$ cat src/rtl/mips_mem_if.sv
`default_nettype none
// ============================================================================
//  Module   : mips_mem_if
//  Purpose  : Variable-latency req/ack SRAM bus interface that stalls the
//             multicycle MIPS controller for the duration of each access.
//             Optional macro MEM_TIMEOUT_EN adds an abort after TIMEOUT cycles.
//  Revision : 1.0 - initial release
// ============================================================================
module mips_mem_if #(
  parameter int AW      = 32,
  parameter int DW      = 32,
  parameter int TIMEOUT = 255
) (
  input  logic          clk,
  input  logic          reset,
  input  logic          cpu_rd,
  input  logic          cpu_wr,
  input  logic [AW-1:0] cpu_addr,
  input  logic [DW-1:0] cpu_wdata,
  output logic [DW-1:0] cpu_rdata,
  output logic          cpu_stall,
  output logic          cpu_err,
  output logic          mem_req,
  output logic          mem_we,
  output logic [AW-3:0] mem_addr,
  output logic [DW-1:0] mem_wdata,
  input  logic          mem_ack,
  input  logic [DW-1:0] mem_rdata
);

  typedef enum logic [1:0] {
    S_IDLE = 2'd0,
    S_REQ  = 2'd1,
    S_DONE = 2'd2
  } state_t;

  localparam logic [DW-1:0] c_ABORT_DATA = DW'(32'hDEADBEEF);

  state_t r_state;
  state_t w_next;
  logic   w_timeout;
  logic   w_start;
  logic   w_unused;

  // Byte-lane bits are dropped; TIMEOUT is only consumed by the timeout build.
  assign w_unused = ^{cpu_addr[1:0], 16'(TIMEOUT)};
  assign w_start  = cpu_rd | cpu_wr;

`ifdef MEM_TIMEOUT_EN
  logic [15:0] r_tmo_cnt;

  assign w_timeout = (r_state == S_REQ) && !mem_ack && (r_tmo_cnt == 16'(TIMEOUT - 1));

  always_ff @(posedge clk or negedge reset) begin
    if (!reset) begin
      r_tmo_cnt <= '0;
      cpu_err   <= 1'b0;
    end else begin
      cpu_err <= w_timeout;
      if (r_state == S_REQ)
        r_tmo_cnt <= r_tmo_cnt + 16'd1;
      else
        r_tmo_cnt <= '0;
    end
  end
`else
  assign w_timeout = 1'b0;
  assign cpu_err   = 1'b0;
`endif

  always_comb begin
    w_next    = r_state;
    cpu_stall = 1'b0;
    mem_req   = 1'b0;
    case (r_state)
      S_IDLE: begin
        cpu_stall = w_start;
        if (w_start) w_next = S_REQ;
      end
      S_REQ: begin
        mem_req   = 1'b1;
        cpu_stall = 1'b1;
        if (mem_ack || w_timeout) w_next = S_DONE;
      end
      S_DONE: w_next = S_IDLE;
      default: w_next = S_IDLE;
    endcase
  end

  always_ff @(posedge clk or negedge reset) begin
    if (!reset) begin
      r_state   <= S_IDLE;
      mem_we    <= 1'b0;
      mem_addr  <= '0;
      mem_wdata <= '0;
      cpu_rdata <= '0;
    end else begin
      r_state <= w_next;
      // Write wins when both requests are raised together.
      if (r_state == S_IDLE && w_start) begin
        mem_we    <= cpu_wr;
        mem_addr  <= cpu_addr[AW-1:2];
        mem_wdata <= cpu_wdata;
      end
      if (r_state == S_REQ && !mem_we) begin
        if (mem_ack)
          cpu_rdata <= mem_rdata;
        else if (w_timeout)
          cpu_rdata <= c_ABORT_DATA;
      end
    end
  end

endmodule
`default_nettype wire

$ cat config.mk
export PLATFORM = sky130hd
export DESIGN_NAME = mips_mem_if
export DESIGN_NICKNAME = d
export VERILOG_FILES = /design/src/rtl/mips_mem_if.sv
export SDC_FILE = /design/constraint.sdc
export NUM_CORES = 1
export LEC_CHECK = 0
export ABC_CLOCK_PERIOD_IN_PS = 1800
export BUFFER_PORTS_ARGS = -buffer_cell sky130_fd_sc_hd__buf_2
export CAP_MARGIN = 20
export CORE_MARGIN = 3
export CORE_UTILIZATION = 35
export DETAILED_ROUTE_END_ITERATION = 10
export PLACE_DENSITY = 0.7
export SYNTH_ARGS = -nofsm -noshare
export SYNTH_HDL_FRONTEND = slang
export SYNTH_SLANG_ARGS = --single-unit
$ cat constraint.sdc
create_clock -name clk -period 1.8 [get_ports clk]
set_clock_uncertainty 0.15 [all_clocks]
set_input_delay 0.27 -clock clk [delete_from_list [all_inputs] [get_ports clk]]
set_output_delay 0.27 -clock clk [all_outputs]
set_load 0.03 [all_outputs]
==> flow_summary.yaml, run 1 <==
outcome:
  status: "finished clean"
synthesis:
  seq_area_frac_synth: 0.6384
  synth_area_mm2: 0.003802
  synth.avg_cell_area_um2: 17.77
  synthCells: 214
  syn_nets: 315
  synth_seq_cells: 97
  ys_types: 17
  yosys_warnings: 0
timing:
  tns_ns: 0
  maxSlewViolCount: 0
  rsz0062_at_grt: "true"
  hold_viol: 0
  layout_setup_ws_ns: 0.06158
  fin_crit_ns: 1.738
  setup_violations: 0
  fin_crit_sh: 0.9658
  max_freq_ghz: 0.5752
critical_path:
  r2r_setup_slack_ns: 0.06
  cp_max_fo: 20
  crit_required_ns: 1.88
  critPathKind: "register to register"
  cp-start-kind: "register"
  endpoint_kind: "register"
  worstPathArrival_ns: 1.82
layout:
  syn_to_final_growth_pct: 63.41
  regArea_mm2: 0.002427
  drive_gt1_frac: 0.6132
  fillers: 816
  num-nets-final: 613
  fin_area_mm2: 0.006213
  multiInputGateArea_mm2: 0.001247
  diodes: 0
placed_design:
  portBuffers: 195
  pre_cts_ws_ns: 0.04975
  hpwl_mm: 6.128
  placed_cell_area_mm2: 0.004918
  gp_congestion: 0.7159
hold_path:
  min_path_type: "input port to register"
detailed_routing:
  dr.pass1.iters: 4
  drc: 0
  routed_wirelength_mm: 10.12
  num_vias: 2870
  postRouteAntennaNets: 0
  wl_per_cell_um: 15.50
  avgViaCountPerCell: 4.395
  drt_iter0_markers: 90
floorplanning:
  rows: 37
  core_mm2: 0.01046
  die_w_um: 110.2
  die-area_mm2: 0.01215
  die_h_um: 110.2
  top_level_ports: 199
  start_util: 0.3634
power:
  clockPowerShare: 0.156
  power_per_cell_area_mw_per_mm2: 1805
  switching_share: 0.4162
  switchingPower_uw: 4668
  seqPwrFrac: 0.341
  ir_drop_v: 0.0009058
  internal-power_uw: 6547
  leakage_uw: 0.003001
  total_power_uw: 11220
  combPwrFrac: 0.503
job:
  cap_violations: 0
global_route:
  grt_antenna_before_repair: 0
  grt_first_pass_wirelength_mm: 14.75
  grt_max_degree: 49
  grt_pass1_vias: 3121
  grt_overflow: 0
  grtUsageTotal: 0.1571
clocking:
  cts_tree: "yes"
  post_cts_buffers: 0
  path_clk_slew_ns: 0.09
  cts_buffer_depth: 2
  numCtsBuffers: 9
  cts_root_buf: "clkbuf_8"
  h-tree-depth: 3
  worstSkewPairLatency_ns: 0.34
  cts_sinks: 97
layout by cell type (no fill, tap or decap):
cell,n
dlygate4sd3_1,95
dfrtp_1,97
buf_12,4
nor3_1,1
conb_1,1
clkinvlp_4,1
buf_6,1
clkbuf_16,3
buf_4,3
bufinv_16,3
mux2_2,64
nand2_1,1
o21a_2,1
nor2b_4,1
buf_2,193
and2b_2,1
nor2_1,2
a22o_1,1
a211oi_1,1
mux2_4,30
clkbuf_8,12
and3b_1,1
Yosys cell counts:
cell type | count | share of area
buf_2 | 1 | 0.0013
dfrtp_1 | 97 | 0.64
nand2_1 | 1 | 0.00099
buf_12 | 3 | 0.016
a211oi_1 | 1 | 0.0020
o21a_1 | 1 | 0.0020
conb_1 | 1 | 0.00099
buf_6 | 1 | 0.0030
mux2_4 | 30 | 0.12
and2b_2 | 1 | 0.0023
nor2_1 | 2 | 0.0020
buf_4 | 7 | 0.014
nor2b_4 | 1 | 0.0036
mux2_2 | 64 | 0.19
nor3_1 | 1 | 0.0013
a22o_1 | 1 | 0.0023
and3b_1 | 1 | 0.0023
what timing repair did:
| action | CTS | global route |
|---|---|---|
| hold buffers | 95 | 0 |
| endpoints found under the setup margin | 0 | 45 |
| endpoints found under the hold margin | 191 | 0 |
| resized for setup | 0 | 0 |
cell type report:
type / instances / area share
Clock buffer: 12 / 0.02658
Clock inverter: 4 / 0.01571
Multi-Input combinational cell: 105 / 0.2008
Sequential cell: 97 / 0.3907
Tap cell: 136 / 0.02739
Timing Repair Buffer: 299 / 0.3389
power groups by stage:
stage	Sequential, µW	Combinational (µW)	Clock, µW
after CTS	3820	5550	1820
final	3830	5640	1750
after detailed placement	3840	5390	0
after global placement	3770	5320	0
after global routing	3970	5940	1900
after floorplan	6000	1650	0
metrics by stage:
stage,instances,hold WS (ns),utilization
floorplan,214,-0.1756,-
global placement,539,0.02425,0.4701
detailed placement,539,0.02511,0.4701
CTS,650,0.004802,0.5861
global route,653,0.01397,0.5939
finish,653,0.03078,0.5939
critical path, stage by stage (launching register included):
cell	delay (ns)
dfrtp_1	0.42
nor2_1	0.21
o21a_2	0.27
clkbuf_16	0.23
mux2_2	0.35
registers in the layout, summed over array words and instances (netlist names):
| name | flops |
|---|---|
| mem_addr | 30 |
| r_state | 2 |
| mem_we | 1 |
| mem_wdata | 32 |
| cpu_rdata | 32 |
final timing paths:
kind,depth (start not counted),start,end
max,4,r_state[1],mem_wdata[2]
min,2,cpu_wdata[19],mem_wdata[19]
max reg2reg,4,r_state[1],mem_wdata[2]
min reg2reg,1,r_state[1],r_state[0]
max in group asynchronous,3,reset,mem_wdata[10]
min in group asynchronous,2,reset,cpu_rdata[9]
cell families (layout without fill, tap and decap cells):
kind of cell	after synthesis	after routing	synth area share
other	1	1	0.0009862
multiplexers	94	94	0.3080
AND/OR/NAND/NOR	7	7	0.01250
buffers and inverters	12	315	0.03389
flip-flops	97	97	0.6384
AO/OA/AOI/OAI	3	3	0.006254
routing by layer:
metal	part of all wire	up-vias	routed length [µm]	GRT usage
met3	0.075	18	757	0.03960
met4	0.020	0	202	0.06860
li1	-	1339	-	-
met2	0.52	118	5275	0.2764
met1	0.38	1395	3887	0.1804
met5	0	-	0	0
Note: power is estimated with default switching activity, not from simulation.
==> run 2: changes to the inputs <==
- CELL_PAD_IN_SITES_DETAIL_PLACEMENT: default -> 1
- CELL_PAD_IN_SITES_GLOBAL_PLACEMENT: default -> 1
- PLACE_DENSITY: 0.7 -> 0.84
- SKIP_CTS_REPAIR_TIMING: default -> 1
==> run 2 against run 1 <==
Net effect:
- critical path depth is the same
- power fell by 3.8%
- utilization down 2.1 points
- largest cell class unchanged
- highest routed layer unchanged
- clock power shrank 29%
- first-iteration DRC count is 43% higher
- combinational power is essentially flat
==> flow_summary.yaml, run 2 (synthesis gave the netlist of run 1 again) <==
outcome:
  status: "finished clean"
global_route:
  grt_first_pass_wirelength_mm: 13.92
  grt_max_degree: 39
  grt_overflow: 0
  grtUsageTotal: 0.1491
  grt_pass1_vias: 2811
  grt_antenna_before_repair: 2
power:
  switchingPower_uw: 4838
  combPwrFrac: 0.524
  power_per_cell_area_mw_per_mm2: 1799
  clockPowerShare: 0.116
  seqPwrFrac: 0.360
  internal-power_uw: 5953
  ir_drop_v: 0.0008945
  leakage_uw: 0.002898
  switching_share: 0.4484
timing:
  maxSlewViolCount: 0
  max_freq_ghz: 0.5799
  fin_crit_ns: 1.725
  setup_violations: 0
  rsz0062_at_grt: "false"
  fin_crit_sh: 0.9581
  tns_ns: 0
  hold_viol: 0
critical_path:
  crit_required_ns: 1.89
  worstPathArrival_ns: 1.82
  critPathKind: "register to register"
  cp_max_fo: 20
  endpoint_kind: "register"
  cp-start-kind: "register"
layout:
  fin_area_mm2: 0.005997
  top_regs: "cpu_rdata (32), mem_wdata (32), mem_addr (30)"
  num-nets-final: 606
  final_common_cell: "buf_2"
  drive_gt1_frac: 0.6228
  mostFrequentLayoutCells: "buf_2, dfrtp_1, dlygate4sd3_1"
  fin_cells: 648
  syn_to_final_growth_pct: 57.72
  postLayoutCoreUtil: 0.5732
detailed_routing:
  postRouteAntennaNets: 0
  routed_wirelength_mm: 12.26
  drt_iter0_markers: 129
  avgViaCountPerCell: 4.519
  num_vias: 2928
  drc: 0
  dr.pass1.iters: 4
  wl_per_cell_um: 18.91
clocking:
  worstSkewPairLatency_ns: 0.34
  path_clk_slew_ns: 0.10
  h-tree-depth: 3
  cts_buffer_depth: 2
  cts_tree: "yes"
  cts_root_buf: "clkbuf_8"
  cts_sinks: 97
  numCtsBuffers: 9
floorplanning:
  core_mm2: 0.01046
  die_h_um: 110.2
  die-area_mm2: 0.01215
  die_w_um: 110.2
  rows: 37
  start_util: 0.3634
  top_level_ports: 199
placed_design:
  gp_congestion: 0.6612
  dp_cells: 542
  placed_cell_area_mm2: 0.004941
  portBuffers: 195
  hpwl_mm: 7.148
hold_path:
  min_path_type: "input port to register"
job:
  cap_violations: 0
run 2: changes by cell type in the layout (fill, tap and decap cells not counted), sizes merged:
cell,change
dlygate4sd3,-8
buf,+4
clkbuf,-4
bufinv,-3
diode,+3
clkinvlp,+2
clkinv,+1
run 2: layout make-up:
type | instances | area, µm²
Fill cell | 1097 | 4466
Antenna cell | 3 | 7.507
Clock buffer | 11 | 131.4
Timing Repair Buffer | 292 | 1974
Tap cell | 136 | 170.2
Clock inverter | 4 | 31.28
Multi-Input combinational cell | 105 | 1255
Sequential cell | 97 | 2427
run 2: final timing paths:
check | start | to | slack [ns] | depth (start not counted)
setup reg to reg | r_state[1] | cpu_rdata[9] | 0.08 | 4
min in group asynchronous | reset | mem_addr[8] | 0.22 | 2
hold reg to reg | mem_addr[12] | mem_addr[12] | 0.36 | 1
setup / recovery | r_state[1] | cpu_rdata[9] | 0.08 | 4
hold / removal | cpu_wdata[1] | mem_wdata[1] | 0.02 | 2
max in group asynchronous | reset | r_state[1] | 0.74 | 3
run 2: layer usage:
layer,vias to the layer above,routed length [µm],part of all wire,track usage
met3,14,713,0.058,0.05300
met5,-,0,0,0
met4,0,222,0.018,0.03958
li1,1326,-,-,-
met1,1476,4175,0.34,0.1644
met2,112,7143,0.58,0.2712
run 2: power by group through the flow:
| stage | Sequential, µW | Clock (µW) | Combinational (µW) |
|---|---|---|---|
| 3_3_place_gp | 3790 | 0 | 5330 |
| 6_report | 3880 | 1250 | 5650 |
| 2_1_floorplan | 6000 | 0 | 1650 |
| 3_5_place_dp | 3860 | 0 | 5470 |
| 5_1_grt | 4020 | 1410 | 5940 |
| 4_1_cts | 3830 | 1290 | 5470 |
run 2: worst max-delay path: stages (launching register included):
cell and delay (ns):
dfrtp_1 0.43, and3b_1 0.24, nor2b_4 0.24, buf_12 0.23
mux2_4 0.33
run 2: metrics by stage:
step                      setup WS (ns)  total power, µW  hold slack [ns]
final                           0.07544            10790          0.01520
after global routing          0.0004154            11370        -0.004075
after CTS                       0.06999            10590          -0.3334
after detailed placement        0.09247             9326          0.06084
after global placement           0.1169             9123          0.05801
after floorplan                  0.1916             7650          -0.1756
